### config.mk
export PLATFORM = sky130hd
export DESIGN_NAME = poly_tone_gen
export DESIGN_NICKNAME = d
export VERILOG_FILES = /design/src/rtl/poly_tone_gen.sv
export SDC_FILE = /design/constraint.sdc
export NUM_CORES = 1
export LEC_CHECK = 0
export CORE_ASPECT_RATIO = 0.7
export CORE_MARGIN = 4
export CORE_UTILIZATION = 38
export CTS_BUF_LIST = sky130_fd_sc_hd__clkbuf_16
export DETAILED_ROUTE_END_ITERATION = 16
export PLACE_DENSITY = 0.65
export SLEW_MARGIN = 10
export SYNTH_ARGS = -nofsm -noshare
export SYNTH_HDL_FRONTEND = slang
export SYNTH_SLANG_ARGS = --single-unit
### constraint.sdc
create_clock -name clock_i -period 3.85 [get_ports clock_i]
set_input_delay 0.77 -clock clock_i [delete_from_list [all_inputs] [get_ports clock_i]]
set_output_delay 0.77 -clock clock_i [all_outputs]
set_load 0.02 [all_outputs]
### src/rtl/poly_tone_gen.sv
// -----------------------------------------------------------------------------
// poly_tone_gen
//
// Multi-voice phase-accumulator tone generator. Each of VOICES voices has its
// own phase increment, waveform mode and gate, all loaded through a single
// register-write port. Once per sample period (SAMPLE_DIV clocks) every gated
// voice advances its phase, and the signed sum of all voice samples is
// registered onto audio_out_o for the codec interface.
//
// Ports
//   clock_i        system clock, all logic on the rising edge
//   reset_i        synchronous, active-high reset
//   wr_en_i        write strobe for one voice's control registers
//   wr_voice_i     target voice index (indices >= VOICES are ignored)
//   wr_inc_i       phase increment per sample
//   wr_mode_i      0 square, 1 saw, 2 triangle, 3 mute
//   wr_gate_i      voice gate (1 = sounding)
//   sample_tick_o  one-cycle pulse, high in the last cycle of each period
//   audio_out_o    signed mixed sample, updated on the edge ending a tick cycle
//   dbg_phase_o    all phase accumulators, voice v at [v*PHASE_BITS +: PHASE_BITS]
//
// Handshake: there is no back-pressure. A write is accepted on every rising
// edge where wr_en_i is 1 and wr_voice_i names an existing voice; the sample
// stream is a free-running pulse with no ready.
// -----------------------------------------------------------------------------
module poly_tone_gen #(
    parameter int VOICES     = 4,
    parameter int PHASE_BITS = 32,
    parameter int OUT_BITS   = 8,
    parameter int SAMPLE_DIV = 1042,
    localparam int VW = (VOICES > 1) ? $clog2(VOICES) : 1,
    localparam int AW = OUT_BITS + $clog2(VOICES)
) (
    input  logic                         clock_i,
    input  logic                         reset_i,
    input  logic                         wr_en_i,
    input  logic [VW-1:0]                wr_voice_i,
    input  logic [PHASE_BITS-1:0]        wr_inc_i,
    input  logic [1:0]                   wr_mode_i,
    input  logic                         wr_gate_i,
    output logic                         sample_tick_o,
    output logic signed [AW-1:0]         audio_out_o,
    output logic [VOICES*PHASE_BITS-1:0] dbg_phase_o
);

    localparam int CW = $clog2(SAMPLE_DIV);
    localparam int M  = PHASE_BITS - 1;
    localparam logic [CW-1:0] DIV_LAST = CW'(SAMPLE_DIV - 1);

    // Full-scale sample codes and the sign bit used for offset conversion.
    localparam logic [OUT_BITS-1:0] S_MAX    = {1'b0, {(OUT_BITS-1){1'b1}}};
    localparam logic [OUT_BITS-1:0] S_MIN    = {1'b1, {(OUT_BITS-1){1'b0}}};
    localparam logic [OUT_BITS-1:0] SIGN_BIT = {1'b1, {(OUT_BITS-1){1'b0}}};

    typedef enum logic [1:0] {
        MODE_SQUARE = 2'd0,
        MODE_SAW    = 2'd1,
        MODE_TRI    = 2'd2,
        MODE_MUTE   = 2'd3
    } mode_e;

    // Sample divider
    logic [CW-1:0] cnt_q, cnt_d;
    logic          tick_q, tick_d;

    // Per-voice control and phase
    logic [PHASE_BITS-1:0] inc_q   [VOICES];
    logic [PHASE_BITS-1:0] inc_d   [VOICES];
    logic [PHASE_BITS-1:0] phase_q [VOICES];
    logic [PHASE_BITS-1:0] phase_d [VOICES];
    mode_e                 mode_q  [VOICES];
    mode_e                 mode_d  [VOICES];
    logic                  gate_q  [VOICES];
    logic                  gate_d  [VOICES];

    // Waveform and mixer
    logic [OUT_BITS-1:0]        tri_u [VOICES];
    logic signed [OUT_BITS-1:0] samp  [VOICES];
    logic signed [AW-1:0]       mix_sum;
    logic signed [AW-1:0]       audio_q, audio_d;

    // -------------------------------------------------------------------------
    // Divider: tick_q is registered so it is high exactly while cnt_q sits at
    // its last value; the edge that ends that cycle is the "tick edge".
    // -------------------------------------------------------------------------
    always_comb begin
        cnt_d  = (cnt_q == DIV_LAST) ? '0 : cnt_q + 1'b1;
        tick_d = (cnt_d == DIV_LAST);
    end

    // -------------------------------------------------------------------------
    // Waveform generation from the current (pre-update) phase.
    // Subtracting 2^(OUT_BITS-1) from an unsigned OUT_BITS code is the same as
    // flipping its MSB, which is how saw and triangle are offset to signed.
    // -------------------------------------------------------------------------
    always_comb begin
        for (int v = 0; v < VOICES; v++) begin
            tri_u[v] = phase_q[v][M-1 -: OUT_BITS];
            if (phase_q[v][M]) begin
                tri_u[v] = ~phase_q[v][M-1 -: OUT_BITS];
            end
            samp[v] = '0;
            if (gate_q[v]) begin
                case (mode_q[v])
                    MODE_SQUARE: samp[v] = phase_q[v][M] ? $signed(S_MIN) : $signed(S_MAX);
                    MODE_SAW:    samp[v] = $signed(phase_q[v][M -: OUT_BITS] ^ SIGN_BIT);
                    MODE_TRI:    samp[v] = $signed(tri_u[v] ^ SIGN_BIT);
                    default:     samp[v] = '0;
                endcase
            end
        end
    end

    // Exact-width sum: AW has room for VOICES full-scale samples.
    always_comb begin
        mix_sum = '0;
        for (int v = 0; v < VOICES; v++) begin
            mix_sum = mix_sum + AW'(samp[v]);
        end
        audio_d = tick_q ? mix_sum : audio_q;
    end

    // -------------------------------------------------------------------------
    // Voice next-state. The tick accumulate is computed from the old settings
    // first; a coincident write then overrides control registers and, when it
    // clears the phase, the clear takes precedence over the accumulate.
    // -------------------------------------------------------------------------
    always_comb begin
        for (int v = 0; v < VOICES; v++) begin
            inc_d[v]   = inc_q[v];
            mode_d[v]  = mode_q[v];
            gate_d[v]  = gate_q[v];
            phase_d[v] = phase_q[v];
            if (tick_q && gate_q[v]) begin
                phase_d[v] = phase_q[v] + inc_q[v];
            end
            // Only indices 0..VOICES-1 can match, so out-of-range writes drop.
            if (wr_en_i && (wr_voice_i == VW'(v))) begin
                inc_d[v]  = wr_inc_i;
                mode_d[v] = mode_e'(wr_mode_i);
                gate_d[v] = wr_gate_i;
                // Gate off clears; gate on from off restarts at 0; gate held
                // on keeps phase so a retune is glitch-free.
                if (!wr_gate_i || !gate_q[v]) begin
                    phase_d[v] = '0;
                end
            end
        end
    end

    always_ff @(posedge clock_i) begin
        if (reset_i) begin
            cnt_q   <= '0;
            tick_q  <= 1'b0;
            audio_q <= '0;
            for (int v = 0; v < VOICES; v++) begin
                inc_q[v]   <= '0;
                mode_q[v]  <= MODE_SQUARE;
                gate_q[v]  <= 1'b0;
                phase_q[v] <= '0;
            end
        end else begin
            cnt_q   <= cnt_d;
            tick_q  <= tick_d;
            audio_q <= audio_d;
            for (int v = 0; v < VOICES; v++) begin
                inc_q[v]   <= inc_d[v];
                mode_q[v]  <= mode_d[v];
                gate_q[v]  <= gate_d[v];
                phase_q[v] <= phase_d[v];
            end
        end
    end

    assign sample_tick_o = tick_q;
    assign audio_out_o   = audio_q;

    for (genvar g = 0; g < VOICES; g++) begin : g_dbg
        assign dbg_phase_o[g*PHASE_BITS +: PHASE_BITS] = phase_q[g];
    end

endmodule

==> summary.txt <==
Timing
  – Final Skew: 0.0293 ns
  – Hold Fails Final Rpt: 0
  – Setup_tns: 0 ns
  – Relative slew slack: 0.401
  – Period utilization: 0.998
  – Tmin final: 3.84 ns
  – Fmax: 0.260 GHz
  – Final slew viol count: 0
  – Unrepaired setup endpoints after global routing: true
  – Slew @ Worst Pin: 0.896 ns
  – Min Hold Slack: 0.459 ns
  – Setup violators final: 0

Worst hold path
  – Hold Crit Endpoint: inc_q[3][7]
  – Worst hold path depth: 2
  – Hold Path Class: reg -> reg
  – Hold path start: inc_q[3][7]

Global routing
  – Largest net degree at the start of global routing: 52
  – Global routing usage on met3: 0.0574
  – Initial antenna violation count: 3
  – Tot GR Track Use: 0.234
  – Met2 usage: 0.327
  – Vias in the first global route: 16,200
  – First-pass GRT wire length: ~94,000 um
  – GRT met1 Usage: 0.347
  – Grt total ovfl: 0
  – GRT Max-Usage Layer: met1

Setup path
  – Reg-to-Reg Start: phase_q[2][31]
  – Setup crit start kind: register
  – Worst R2R Setup Slack: 0.006 ns
  – Crit Path Category: reg -> reg
  – Worst-path fanout max: 5
  – Critical Path End Type: register
  – Worst Path Required: 4.24 ns
  – Register-to-Register Path Depth: 21
  – CP arrival: 4.23 ns
  – Worst reg2reg endpoint: audio_out_o[8]

Pwr
  – Max IR drop VDD: 0.000225 V
  – Leakage Power: 0.00873 uW
  – Pwr dens: 320 nW/um^2

Logic synthesis
  – Synth unique cells: ~70
  – Post-Synthesis Cells: roughly 2,300
  – Top FF cell, synth: dfxtp_1
  – Yosys reg bits: 290
  – Largest cells by area after synthesis: dfxtp_1 32%, nand2_1 12%, a21oi_1 11%
  – Synth warn: 0
  – Area leader, netlist: dfxtp_1
  – Top cell type's share of synthesized area: 0.324
  – Mapped cell area: about 18,000 sq um
  – Ys async rst share: 0
  – Syn_nets: 2,544
  – EDFF count, synth: 0
  – Syn_area_per_cell: 7.63 sq um
  – Post-synthesis sequential area ratio: 0.324

Route
  – Via count: 17,700
  – Drt drc: 0
  – Iter 0 DRT Violations: ~1,500
  – Routed wire length: 61,900 um
  – Routed vias/inst: 5.62
  – Avg WL per Cell: ~20 um
  – Antenna Nets Post-Route: 0
  – First-pass detailed-route iteration total: 5

Clock tree
  – Reg clk slew, reported paths: roughly 0.060 ns
  – H-tree levels: 2
  – Number of CTS-inserted buffers: 35
  – Clock Tree Root: clkbuf_16
  – CTS Buffer Depth: 3
  – Worst skew pair latency: 0.53 ns
  – # clock sinks: 290
  – CTS tree: done

Cells and area
  – Nets: about 2,700
  – Layout cell share with drive strength beyond 1: 0.0859
  – Area Overhead vs Synth: 22.4%
  – Filler Cell Count: 4,584
  – Final core occ: 0.472

Placement
  – Post-DP HPWL: 45,100 um
  – GPL Wtd Cong: 0.942
  – IO buf count: 178

Die
  – Die W: roughly 270 um
  – Core Box Area: between 40,000 and 50,000 sq um
  – Die height: 190 um
  – I/O pin count: 179
  – Die area: a little over 50,000 sq um
  – Initial Utilization: 0.385
  – Row count: 66

Run status
  – Outcome: completed

Run
  – Max Cap Viol: 0
-- worst max-delay path, cell delays in order (launching register included) --
cell	delay (ns)
dfxtp_4	0.39
buf_6	0.11
nor2_4	0.03
buf_6	0.12
a21oi_4	0.11
o22ai_2	0.09
and2_4	0.17
fa_1	0.51
inv_2	0.04
fa_1	0.50
inv_2	0.06
buf_4	0.13
ha_1	0.28
a21o_1	0.18
a21oi_2	0.14
o21bai_1	0.13
a21oi_2	0.18
o21bai_1	0.11
a21oi_2	0.15
xnor2_1	0.09
mux2i_1	0.13
nor2_1	0.05
-- Yosys cell counts, types with 6 or more instances --
cell type,number
o21ai_0,73
xor2_1,42
o21a_1,15
mux2i_1,10
dfxtp_1,290
xnor2_1,81
nor3b_1,6
nor2b_1,8
a21o_1,57
nor2_1,95
nand3_1,46
o22ai_1,36
and2_1,28
nand3b_1,7
nor3_1,16
nand2_1,556
and3_1,17
o211ai_1,12
inv_1,56
fa_1,21
ha_1,135
o21bai_1,18
buf_1,13
a211oi_1,23
mux2_2,29
nand4_1,26
a21oi_1,397
a31oi_1,23
clkbuf_1,118
-- final cells by class --
| cell class | instances | area [sq um] | share of cell area |
|---|---|---|---|
| clock buffer | 37 | 926 | 0.0422 |
| sequential | 290 | 5820 | 0.265 |
| multi-input combinational | 1871 | 11600 | 0.528 |
| clock inverter | 24 | 219 | 0.00999 |
| timing repair buffer | 259 | 2410 | 0.110 |
| inverter | 56 | 210 | 0.00959 |
| tap | 612 | 766 | 0.0349 |
| antenna | 1 | 2.50 | 0.000114 |
-- report_power, final --
group / switching [uW] / internal (uW) / leakage [uW] / total (uW)
Combinational: 375 / 192 / 0.00580 / 567
Clock: 1360 / 2000 / 0.000576 / 3360
Sequential: 40.1 / 3050 / 0.00235 / 3090
Total: 1770 / 5250 / 0.00873 / 7020
-- cells by family after synthesis --
logic type               Yosys count  synth area share
buffers and inverters            187            0.0392
multiplexers                      39            0.0238
flip-flops                       290             0.324
XOR/XNOR                         123            0.0601
AND/OR/NAND/NOR                  836             0.200
AO/OA/AOI/OAI                    717             0.235
adder cells (fa/ha/maj)          156             0.118
-- flip-flops by register name, indices dropped and copies added, names as in the netlist --
signal / count
audio_out_o: 10
cnt_q: 11
gate_q: 4
inc_q: 128
mode_q: 8
phase_q: 128
sample_tick_o: 1
-- cells in the final DEF (no fill, tap or decap), types with 8 or more instances in the layout --
cell type / synthesis / final
o21a_1: 15 / 15
clkinv_2: 0 / 9
clkbuf_16: 0 / 37
and3_1: 17 / 17
nor3_1: 16 / 16
o211ai_1: 12 / 12
o21bai_1: 18 / 18
and2_1: 28 / 23
a31oi_1: 23 / 23
dfxtp_1: 290 / 282
mux2_2: 29 / 29
o22ai_1: 36 / 31
xor2_1: 42 / 42
nor2_1: 95 / 90
nand4_1: 26 / 26
nor2b_1: 8 / 8
ha_1: 135 / 133
o21ai_0: 73 / 73
nand3_1: 46 / 46
fa_1: 21 / 19
buf_4: 0 / 75
clkdlybuf4s50_1: 0 / 177
a211oi_1: 23 / 23
inv_1: 56 / 57
a21oi_1: 397 / 388
a21o_1: 57 / 57
mux2i_1: 10 / 10
xnor2_1: 81 / 80
a21oi_2: 1 / 9
nand2_1: 556 / 554
-- how the worst max path moves through the flow --
| stage | start | endpoint | slack, ns | depth (start not counted) |
|---|---|---|---|---|
| floorplan | phase_q[2][24] | audio_out_o[9] | 0.0008 | 16 |
| global placement | phase_q[3][31] | audio_out_o[9] | -0.13 | 17 |
| detailed placement | phase_q[3][31] | audio_out_o[9] | -0.19 | 17 |
| CTS | phase_q[1][31] | audio_out_o[8] | 0.007 | 20 |
| global route | phase_q[2][31] | audio_out_o[9] | -0.17 | 20 |
| finish | phase_q[2][31] | audio_out_o[8] | 0.006 | 21 |
-- per-stage QoR --
stage	setup slack (ns)	area, sq um	total power [uW]	cells
CTS	0.00719	21700	7070	3144
finish	0.00627	21900	7020	3150
global placement	-0.134	20500	3690	3082
floorplan	0.000837	17900	3460	2348
detailed placement	-0.194	20500	3700	3082
global route	-0.169	21900	7270	3149
-- metal layers --
layer / vias to the layer above / wire length [um]
met3: 127 / 5250
met4: 4 / 2470
met5: - / 26
li1: 8574 / -
met1: 8351 / 29900
met2: 634 / 24200
-- timing repair --
action / CTS / global route
pin swaps: 6 / 18
gates cloned: 0 / 0
setup endpoints to repair: 3 / 4
buffers inserted: 1 / 5
hold buffers: 0 / 0
resized for setup: 10 / 41
(Power assumes the default switching activity.)
